**config.mk**
```make
export PLATFORM = sky130hd
export DESIGN_NAME = if_prefetch_unit
export DESIGN_NICKNAME = d
export VERILOG_FILES = /design/src/rtl/riscv_pkg.sv /design/src/rtl/if_prefetch_unit_fifo.sv /design/src/rtl/if_prefetch_unit.sv
export SDC_FILE = /design/constraint.sdc
export NUM_CORES = 1
export LEC_CHECK = 0
export ABC_AREA = 1
export BUFFER_PORTS_ARGS = -buffer_cell sky130_fd_sc_hd__buf_2
export CAP_MARGIN = 10
export CORE_AREA = 4 4 166 168
export CTS_CLUSTER_DIAMETER = 50
export CTS_CLUSTER_SIZE = 20
export DETAILED_ROUTE_END_ITERATION = 12
export DIE_AREA = 0 0 170 172
export PLACE_DENSITY = 0.52
export SYNTH_ARGS = -nofsm -noshare
export SYNTH_HDL_FRONTEND = slang
export SYNTH_SLANG_ARGS = --single-unit
```
**constraint.sdc**
```tcl
create_clock -name clk -period 5.1 [get_ports clk]
set_clock_uncertainty 0.15 [all_clocks]
set_input_delay 0.255 -clock clk [delete_from_list [all_inputs] [get_ports clk]]
set_output_delay 0.255 -clock clk [all_outputs]
set_load 0.005 [all_outputs]
```
**src/rtl/riscv_pkg.sv**
```systemverilog
// Shared fetch-path types and constants for the instruction-fetch front end.
package riscv_pkg;

    localparam int          IMEM_ADDR_W = 9;
    localparam int          FETCH_DEPTH = 4;
    localparam logic [31:0] NOP_INSTR   = 32'h0000_0013;

    typedef struct packed {
        logic [IMEM_ADDR_W-1:0] pc;
        logic [31:0]            instr;
    } fetch_entry_t;

endpackage

```
**src/rtl/if_prefetch_unit_fifo.sv**
```systemverilog
// Prefetch buffer: DEPTH-entry synchronous FIFO of {pc, instr} with flush.
module fetch_fifo
    import riscv_pkg::*;
#(
    parameter  int DEPTH = FETCH_DEPTH,
    localparam int PTR_W = $clog2(DEPTH),
    localparam int CNT_W = PTR_W + 1
) (
    input  logic               clk,
    input  logic               reset,
    input  logic               push,
    input  logic               pop,
    input  logic               flush,
    input  fetch_entry_t       wdata,
    output fetch_entry_t       rdata,
    output logic [CNT_W-1:0]   count,
    output logic               empty
);

    fetch_entry_t     mem [DEPTH];
    logic [PTR_W-1:0] wr_ptr;
    logic [PTR_W-1:0] rd_ptr;

    // NOTE: storage has no reset; only the pointers and count define validity.
    always_ff @(posedge clk) begin
        if (push && !flush)
            mem[wr_ptr] <= wdata;
    end

    always_ff @(posedge clk or posedge reset) begin
        if (reset) begin
            wr_ptr <= '0;
            rd_ptr <= '0;
            count  <= '0;
        end else if (flush) begin
            wr_ptr <= '0;
            rd_ptr <= '0;
            count  <= '0;
        end else begin
            if (push)
                wr_ptr <= wr_ptr + 1'b1;
            if (pop)
                rd_ptr <= rd_ptr + 1'b1;
            if (push && !pop)
                count <= count + 1'b1;
            else if (pop && !push)
                count <= count - 1'b1;
        end
    end

    assign rdata = mem[rd_ptr];
    assign empty = (count == '0);

endmodule

```
**src/rtl/if_prefetch_unit.sv**
```systemverilog
// Instruction-fetch front end: PC generation, credit-limited imem requests,
// prefetch buffering, redirect flush with in-flight discard, and halt drain.
module if_prefetch_unit
    import riscv_pkg::*;
#(
    parameter int               ADDR_W   = IMEM_ADDR_W,  // must match fetch_entry_t.pc
    parameter int               DEPTH    = FETCH_DEPTH,
    parameter logic [ADDR_W-1:0] RESET_PC = '0
) (
    input  logic              clk,
    input  logic              reset,
    input  logic              stall,
    input  logic              redirect,
    input  logic [ADDR_W-1:0] redirect_pc,
    input  logic              halt,
    output logic              imem_req,
    output logic [ADDR_W-1:0] imem_addr,
    input  logic              imem_gnt,
    input  logic              imem_rvalid,
    input  logic [31:0]       imem_rdata,
    output logic              if_valid,
    output logic [31:0]       if_instr,
    output logic [ADDR_W-1:0] if_pc,
    output logic              halted
);

    localparam int              CNT_W     = $clog2(DEPTH) + 1;
    localparam logic [CNT_W:0]  DEPTH_CNT = (CNT_W + 1)'(DEPTH);

    logic [ADDR_W-1:0] fetch_pc;
    logic [ADDR_W-1:0] resp_pc;
    logic [ADDR_W-1:0] last_pc;
    logic [ADDR_W-1:0] target_pc;
    logic [CNT_W-1:0]  outstanding;
    logic [CNT_W-1:0]  outstanding_next;
    logic [CNT_W-1:0]  discard_cnt;
    logic [CNT_W-1:0]  fifo_count;
    logic [CNT_W:0]    in_flight;
    logic              halt_latched;
    logic              fifo_empty;
    logic              grant;
    logic              dropping;
    logic              push;
    logic              pop;
    fetch_entry_t      head;
    fetch_entry_t      push_entry;

    // Buffered plus outstanding words may never exceed DEPTH, so a push always fits.
    assign in_flight = {1'b0, fifo_count} + {1'b0, outstanding};
    assign imem_req  = !reset && !halt_latched && (in_flight < DEPTH_CNT);
    assign imem_addr = fetch_pc;
    assign grant     = imem_req && imem_gnt;

    assign outstanding_next = outstanding + CNT_W'(grant) - CNT_W'(imem_rvalid);
    assign dropping         = imem_rvalid && (discard_cnt != '0);
    assign push             = imem_rvalid && !dropping && !redirect;
    assign pop              = !fifo_empty && !stall && !redirect;
    assign target_pc        = redirect_pc & ~ADDR_W'(3);

    assign push_entry.pc    = resp_pc;
    assign push_entry.instr = imem_rdata;

    fetch_fifo #(.DEPTH(DEPTH)) u_fifo (
        .clk   (clk),
        .reset (reset),
        .push  (push),
        .pop   (pop),
        .flush (redirect),
        .wdata (push_entry),
        .rdata (head),
        .count (fifo_count),
        .empty (fifo_empty)
    );

    always_ff @(posedge clk or posedge reset) begin
        if (reset) begin
            fetch_pc     <= RESET_PC;
            resp_pc      <= RESET_PC;
            last_pc      <= RESET_PC;
            outstanding  <= '0;
            discard_cnt  <= '0;
            halt_latched <= 1'b0;
        end else begin
            outstanding <= outstanding_next;
            if (halt)
                halt_latched <= 1'b1;
            if (pop)
                last_pc <= head.pc;
            // Every word still in flight after this edge belongs to the old stream.
            if (redirect) begin
                fetch_pc    <= target_pc;
                resp_pc     <= target_pc;
                discard_cnt <= outstanding_next;
            end else begin
                if (grant)
                    fetch_pc <= fetch_pc + ADDR_W'(4);
                if (push)
                    resp_pc <= resp_pc + ADDR_W'(4);
                if (dropping)
                    discard_cnt <= discard_cnt - 1'b1;
            end
        end
    end

    assign if_valid = !fifo_empty;
    assign if_instr = fifo_empty ? NOP_INSTR : head.instr;
    assign if_pc    = fifo_empty ? last_pc : head.pc;
    assign halted   = halt_latched && fifo_empty && (outstanding == '0);

endmodule
```
[Word-level counts from Yosys, hierarchy flattened]
Memory sizes are Yosys's and may differ from the RTL's.
Cells that the tools add are included.
Operators by class
  divide/modulo/power cells: 0
  reductions and logical operators: 29
  $lt $le $gt $ge: 1
  eq/ne operators: 0
  muxes and demuxes: 17
  $mul: 0
  add/sub/neg operators: 10
  bitwise gates (word level): 0
  shift operators: 0
Operators by type and width (number)
  $mux W9: 5
  $mux W32: 1
  $add A9 B3 Y9 const B: 2
  $mux W3: 5
  $logic_and A1 B1 Y1: 13
  $logic_not A1 Y1: 8
  $mux W2: 4
  $reduce_bool A2 Y1: 4
  $logic_not A3 Y1: 2
  $reduce_bool A3 Y1: 2
  $sub A3 B1 Y3 const B: 2
  $add A2 B1 Y2 const B: 2
  $add A3 B3 Y4: 1
  $lt A4 B3 Y1 const B: 1
  $add A3 B1 Y3: 1
  $add A3 B1 Y3 const B: 1
  $sub A3 B1 Y3: 1
  $mux W1: 2
Word-level totals
  output and inout bits: 53
  bits in registers: 41
  latch bits: 0
  memory bits (writable): 164
  memory bits (read-only): 0
  memories kept: 1
  word-level logic and storage cells: 67
  input port bits: 48
Memories
  u_fifo.mem: depth 4, width 41, read ports 1, clocked after memory_dff 0, write ports 1, line if_prefetch_unit_fifo.sv:20  | fetch_entry_t mem [DEPTH];

[Depth between registers and ports, before layout]
Gate-level depths: netlist of the first run.
  word-level depth: 10
  depth in mapped cells: 14
  mapped depth without buffers: 14

[Hierarchy]
A second synthesis of the first run with hierarchy kept.
Second synthesis, totals
  cells, all modules: 760
  area total of the unflattened synthesis: 8698.3 um2
Modules (own cells, without submodules)
  fetch_fifo: cells each 454, sequential area each 5099.9 um2, times used 1, area an instance 6611.3 um2
  if_prefetch_unit: cells each 306, sequential area each 750.7 um2, times used 1, area an instance 2087.0 um2

[Least setup slack after synthesis of the first run]
Ideal clock, no wire load.
  path kind: flip-flop to flip-flop
  start: register discard_cnt[0]
  end: memory u_fifo.mem[0][0] (netlist name) (enable)
  clock period less this slack: 3.255 ns
  cell stages (with the launch flop): 7
  setup slack: 1.845 ns
  setup time: 0.435 ns
  path buffers: 0
  arrival: 2.670 ns
  data required time: 4.515 ns
  cell sequence: dfrtp_1 inv_1 ha_1 nand3_4 nor2_8 inv_1 nor2_1
On the way
  word-level cells in the longest chain between the ends: 8
RTL lines
  start, declared: line if_prefetch_unit.sv:36  | logic [CNT_W-1:0] discard_cnt;
  start signal, assigned: line if_prefetch_unit.sv:93  | discard_cnt <= outstanding_next;
  start signal, assigned: line if_prefetch_unit.sv:100  | discard_cnt <= discard_cnt - 1'b1;
  $reduce_bool A3 Y1: line if_prefetch_unit.sv:55  | assign dropping = imem_rvalid && (discard_cnt != '0);
  $logic_and A1 B1 Y1: line if_prefetch_unit.sv:55
  $logic_not A1 Y1: line if_prefetch_unit.sv:56  | assign push = imem_rvalid && !dropping && !redirect;
  $logic_and A1 B1 Y1 (2 in series): line if_prefetch_unit.sv:56
  $logic_and A1 B1 Y1: line if_prefetch_unit_fifo.sv:26  | if (push && !flush)
  $mux W1: line if_prefetch_unit_fifo.sv:26
  $mux W1 (not written as such): line if_prefetch_unit_fifo.sv:27  | mem[wr_ptr] <= wdata;
  end, declared: line if_prefetch_unit_fifo.sv:20
Every way passes these cells.

[Final worst setup path of the first run]
  start: register u_fifo.rd_ptr[1]
  end: output if_instr[22]
On the way
  word-level cells in the longest chain between the ends: 2
RTL lines
  start, declared: line if_prefetch_unit_fifo.sv:22  | logic [PTR_W-1:0] rd_ptr;
  start signal, assigned: line if_prefetch_unit_fifo.sv:43  | rd_ptr <= rd_ptr + 1'b1;
  $mem_v2 Z4 W41
  $mux W32: line if_prefetch_unit.sv:106  | assign if_instr = fifo_empty ? NOP_INSTR : head.instr;
  end, declared: line if_prefetch_unit.sv:22  | output logic [31:0] if_instr,
Every way passes these cells.

==> impl_results.md, run 1 <==
* Status: finished, final reports clean
* CTS clk-pin slew, worst paths at 0.08 ns
* Sequential area share after synthesis at 0.6758
* FFs w/ async S/R, synth at 0.1832
* Final period util at 0.6255
* Initial drt markers at 318
* Row count at 59
* Setup TNS at 0 ns
* Via count at 5568
* Vias per cell at 4.621
* Total clock sinks at 191
* Layout area overhead at 21.03%
* Vias in the first global route at 5460
* Final hold viol count at 0
* Io pins at 101
* Max Clk Rate at 313.5 MHz
* Worst vdd ir at 0.2602 mV
* Wirelength, routed at 18720 um
* Crit end category: output pin
* Layout cells sized above 1 at 0.1807
* Ys flop type: edfxtp_1
* Grt total ovfl at 0
* TritonCTS buffer count at 17
* Largest net degree at the start of global routing at 80
* Count leader, synth: edfxtp_1
* Worst Path Required at 4.70 ns
* Cell Area, Synth at 8228 sq um
* Post-DP HPWL at 10760 um
* CP max FO at 40
* Count of final setup violators at 0
* Clk_lat worst skew at 0.42 ns
* Yosys Warn Count at 0
* Max Buffers Root-to-Sink at 2
* Core footprint at 25910 sq um
* CTS resizes at 0
* All-layer global routing usage at 0.1280
* DR DRC count at 0
* Critical path arrival at 2.78 ns
* Drt wl/cell at 15.54 um
* Smallest hold slack at 0.05458 ns
* Ranking of synthesized cells by area: edfxtp_1 (57%), dfrtp_1 (11%), nor2_1 (6.5%), o21ai_0 (5.8%), nand2_1 (4.4%)
* I/O Buffers at 94
* Unrepaired setup endpoints after global routing: no
* Final GP Congestion at 0.7422
* EDFF count, synth at 156
* Rel. slew slack at 0.3744
* Min Tclk post-route at 3.190 ns
* PwrDens at 473.5 nW/um^2
* Die height at 172 um
* Initial antenna violation count at 1
* Syn_area_per_cell at 11.26 sq um
* Initial Util at 0.3175
* Cells after Synth at 731
* Final ANT Viol Nets at 0
* Max-slew violations at 0
* Layout net count at 918
* Startpoint types: flip-flop
* DIE AREA at 29240 sq um
* Count of cell types in the netlist at 40
* Die W at 170 um
* Htree depth at 4
* CTS tree: built
* Static Leak at 3.839 nW
* DRT Pass-1 Iters at 5
* HP Class: in -> reg
* Cell taking the most area after synthesis: edfxtp_1
* First-pass GRT wire length at 29340 um
* Commonest cells in the netlist: edfxtp_1 (156), nor2_1 (142), nand2_1 (96)
* Max-cap viol count at 0
* CTS Root Cell: clkbuf_16
* Critical path type: reg -> out
* Top-area cell type share of the netlist area at 0.5693
* Worst-margin pin slew at 0.9384 ns
* Synth Register Bits at 191
cell usage in the layout (no fill, tap or decap), drive strengths merged:
| cell | n |
|---|---|
| edfxtp | 156 |
| nor2 | 146 |
| o21ai | 104 |
| buf | 102 |
| nand2 | 101 |
| inv | 49 |
| dlygate4sd3 | 41 |
| a21oi | 40 |
| dfrtp | 35 |
| nand3 | 23 |
| clkbuf | 17 |
| ha | 12 |
| o22ai | 7 |
| clkinv | 7 |
| nand4 | 5 |
| o211ai | 4 |
| conb | 4 |
| xnor2 | 3 |
| nor3 | 2 |
| fa | 2 |
| clkinvlp | 2 |
| or2 | 2 |
| diode | 1 |
| xor2 | 1 |
| nor4b | 1 |
| a21boi | 1 |
| nand3b | 1 |
| a31oi | 1 |
critical path: stages (launching register included):
cell,delay (ns)
dfrtp_1,0.32
buf_4,0.46
inv_1,0.54
buf_4,0.40
nor2_1,0.13
o21ai_0,0.08
a21oi_1,0.25
buf_2,0.16
final cells by class:
type | instances | area, sq um
flip-flops and latches | 191 | 5562
multi-input cells | 460 | 2276
clock buffers | 17 | 425.4
fillers | 2498 | 15950
clock inverters | 15 | 168.9
diodes | 1 | 2.502
well taps | 335 | 419.2
repair buffers | 143 | 940.9
inverters | 43 | 163.9
path summary, 6_finish.rpt:
check | startpoint | end | slack, ns | cells after the start
worst min register to register | halt_latched | halt_latched | 0.35 | 1
max in group asynchronous | reset | u_fifo.rd_ptr[0] | 4.09 | 4
worst max register to register | discard_cnt[0] | u_fifo.mem[0][3] | 2.27 | 7
min in group asynchronous | reset | halt_latched | 0.34 | 4
worst min-delay path | imem_gnt | imem_addr[7] | 0.05 | 4
worst max-delay path | u_fifo.rd_ptr[1] | if_instr[22] | 1.91 | 7
kinds of logic after synthesis:
kind of cell / synth area share
compound gates: 0.09961
xor+xnor: 0.004259
fa+ha+maj: 0.02311
buf+inv: 0.05262
flops: 0.6758
other cells: 0.0004558
simple gates: 0.1442
what timing repair did:
| action | CTS | global route |
|---|---|---|
| hold buffers | 41 | 0 |
| setup buffers | 0 | 0 |
| hold endpoints to repair | 173 | 0 |
sequential cells by signal, summed over array words and instances (netlist names):
signal,flops
u_fifo.mem,156
u_fifo.count,3
halt_latched,1
u_fifo.wr_ptr,2
outstanding,3
imem_addr,7
resp_pc,7
discard_cnt,3
u_fifo.rd_ptr,2
last_pc,7
metrics by stage:
step	instance area [sq um]	utilization	worst slack [ns]	total power, mW	std cells
6_report	9958	0.3843	1.910	4.715	1205
5_1_grt	9958	0.3843	1.684	5.045	1205
4_1_cts	9956	0.3842	1.868	4.798	1204
3_5_place_dp	8951	0.3455	2.222	3.462	1131
3_3_place_gp	8951	0.3455	2.252	3.442	1131
2_1_floorplan	8239	-	1.845	2.940	734
layer usage:
layer	track usage	wire length, um	vias up
met5	0	0	-
met4	0.03125	140	0
met3	0.02583	785	14
met2	0.2184	9058	111
met1	0.1691	8736	2685
li1	-	-	2758
power breakdown:
| group | internal, mW | switching (mW) | leakage, nW |
|---|---|---|---|
| Combinational | 0.523 | 0.980 | 1.72 |
| Sequential | 1.82 | 0.0863 | 1.83 |
| Clock | 0.661 | 0.646 | 0.285 |
Note: power is estimated with default switching activity, not from simulation.
==> run 2: changes to the inputs <==
--- a/config.mk
+++ b/config.mk
@@ -13,7 +13,7 @@
 export CTS_CLUSTER_SIZE = 20
 export DETAILED_ROUTE_END_ITERATION = 12
 export DIE_AREA = 0 0 170 172
-export PLACE_DENSITY = 0.52
+export PLACE_DENSITY = 0.53
 export SYNTH_ARGS = -nofsm -noshare
 export SYNTH_HDL_FRONTEND = slang
 export SYNTH_SLANG_ARGS = --single-unit
==> constraint.sdc (replaced) <==
create_clock -name clk -period 2.65 [get_ports clk]
set_clock_uncertainty 0.15 [all_clocks]
set_input_delay 0.1325 -clock clk [delete_from_list [all_inputs] [get_ports clk]]
set_output_delay 0.1325 -clock clk [all_outputs]
set_load 0.005 [all_outputs]
==> impl_results.md, run 2 (synthesized netlist as in run 1, its figures left out) <==
* Status: finished, final reports clean
* Internal power at 5.971 mW (+99%)
* Die W at 170 um (unchanged)
* Static Leak at 3.934 nW (+2.5%)
* Top reg by flops: u_fifo.mem
* Reg2reg end: discard_cnt[1]
* Final hold viol count at 0 (unchanged)
* Max-cap viol count at 0 (unchanged)
* Vias in the first global route at 5557 (+1.8%)
* Initial antenna violation count at 1 (unchanged)
* DRT Pass-1 Iters at 4 (-1)
* Max reg flops at 156 (unchanged)
* Critical path type: reg -> reg
* Final ANT Viol Nets at 0 (unchanged)
* CP max FO at 3 (-93%)
* I/O Buffers at 94 (unchanged)
* First-pass GRT wire length at 29720 um (+1.3%)
* Worst-margin pin slew at 0.5282 ns (-0.4101 ns)
* Vias per cell at 4.618 (about the same)
* CTS Root Cell: clkbuf_16
* Htree depth at 4 (unchanged)
* Clock share of power at 0.276 (about the same)
* Sw power at 3.309 mW (+93%)
* Layout area overhead at 23.72%
* Initial Util at 0.3175 (unchanged)
* Startpoint types: flip-flop
* Drt wl/cell at 15.07 um (-3.0%)
* Fin cells at 1221 (+1.3%)
* Core footprint at 25910 sq um (unchanged)
* Layout cells sized above 1 at 0.1921 (+0.01142)
* Switch share at 0.3566 (-0.006437)
* Max Buffers Root-to-Sink at 2 (unchanged)
* Rel. slew slack at 0.6479 (+0.2734)
* Pre-CTS WS at 0.09202 ns (-2.130 ns)
* Io pins at 101 (unchanged)
* Crit end category: flip-flop
* Final GP Congestion at 0.7752 (+4.4%)
* R2R setup slack at 0.15 ns (-2.12 ns)
* Worst Path Required at 2.80 ns (-1.90 ns)
* Clk_lat worst skew at 0.42 ns (about the same)
* Row count at 59 (unchanged)
* Grt total ovfl at 0 (unchanged)
* Critical path arrival at 2.66 ns (-0.12 ns)
* Largest net degree at the start of global routing at 40 (-50%)
* Worst vdd ir at 0.4468 mV (+72%)
* Unrepaired setup endpoints after global routing: no
* CTS tree: built
* Total clock sinks at 191 (unchanged)
* Max Clk Rate at 400.0 MHz
* Wirelength, routed at 18400 um (-1.7%)
* Post-DP HPWL at 11000 um (+2.2%)
* Setup ws final at 0.1498 ns (-1.760 ns)
* Logic pwr share at 0.327 (+0.008)
* Layout net count at 934 (+1.7%)
* Count of final setup violators at 0 (unchanged)
* Reg2Reg Depth at 11 (+4)
* DR DRC count at 0 (unchanged)
* DIE AREA at 29240 sq um (unchanged)
* Worst r2r src: outstanding[1]
* Die height at 172 um (unchanged)
* Commonest cells after routing, fill and taps aside: edfxtp_1 (156), nor2_1 (138), nand2_1 (95), o21ai_0 (95), buf_2 (94)
* Min Tclk post-route at 2.500 ns
* Filler instances at 2496 (-0.080%)
* Initial drt markers at 439 (+38%)
* TritonCTS buffer count at 17 (unchanged)
* Sequential power share at 0.396 (-0.008)
* Final period util at 0.9435
* CTS clk-pin slew, worst paths at 0.07 ns (about the same)
* Max-slew violations at 0 (unchanged)
* Placed cell count at 1140 (+0.80%)
* PwrDens at 911.7 nW/um^2 (+93%)
* HP Class: in -> async
* All-layer global routing usage at 0.1297 (+0.001681)
* Via count at 5639 (+1.3%)
* Commonest non-fill, non-tap cell in the layout: edfxtp_1
* Final total power at 9.280 mW (+97%)
* Final core utilization at 0.3929 (+0.008547)
run 2: cell count changes in the layout (fill, tap and decap cells not counted), moves of 2 or more:
| cell | before | now |
|---|---|---|
| buf_4 | 8 | 13 |
| dlygate4sd3_1 | 41 | 45 |
| clkinv_8 | 4 | 2 |
| buf_12 | 0 | 6 |
run 2: layer usage:
layer | track usage | wire length, um
met1 | 0.1787 | 8623
met2 | 0.2097 | 8561
met3 | 0.03041 | 1069
met4 | 0.03090 | 142
met5 | 0 | 0
run 2: critical path: stages, from the launching register on:
cell      delay [ns]
dfrtp_1         0.40
ha_1            0.29
nand3_1         0.09
nand2_2         0.07
nor2_4          0.12
nand2_2         0.07
ha_1            0.26
inv_1           0.06
ha_1            0.17
fa_2            0.45
o211ai_1        0.16
o21ai_0         0.10
run 2: what timing repair did:
action,CTS,global route
hold buffers,45,0
endpoints found under the setup margin,0,3
buffers inserted,0,3
gates resized for setup,0,4
endpoints found under the hold margin,181,0
run 2: worst max-delay path by stage:
stage,depth (start not counted),slack [ns],from,endpoint
2_1_floorplan,6,-0.61,discard_cnt[0],u_fifo.mem[0][0]
3_3_place_gp,11,0.14,outstanding[1],discard_cnt[1]
3_5_place_dp,11,0.09,outstanding[1],discard_cnt[1]
4_1_cts,11,0.08,outstanding[1],discard_cnt[1]
5_1_grt,11,0.01,outstanding[1],discard_cnt[1]
6_report,11,0.15,outstanding[1],discard_cnt[1]
run 2: through the flow:
step                      instance area (sq um)  hold slack [ns]  TNS, ns
after floorplan                            8239          0.08137   -94.41
after global placement                     9094           0.1370        0
after detailed placement                   9094           0.1366        0
after CTS                                 10140           0.2182        0
after global routing                      10180           0.2722        0
final                                     10180           0.2164        0
run 2: power groups by stage:
stage | combinational [mW] | sequential [mW] | clock, mW
after floorplan | 1.98 | 3.68 | 0
after global placement | 3.00 | 3.74 | 0
after detailed placement | 3.01 | 3.75 | 0
after CTS | 3.08 | 3.68 | 2.63
after global routing | 3.46 | 3.72 | 2.76
final | 3.04 | 3.68 | 2.56
run 2: final cells by class:
class / instances / area (sq um) / share of cell area
Clock inverter: 15 / 171.4 / 0.01684
Tap cell: 335 / 419.2 / 0.04117
Timing Repair Buffer: 159 / 1150 / 0.1130
Sequential cell: 191 / 5562 / 0.5463
Clock buffer: 17 / 425.4 / 0.04179
Inverter: 43 / 163.9 / 0.01610
Multi-Input combinational cell: 460 / 2286 / 0.2246
Antenna cell: 1 / 2.502 / 0.0002458
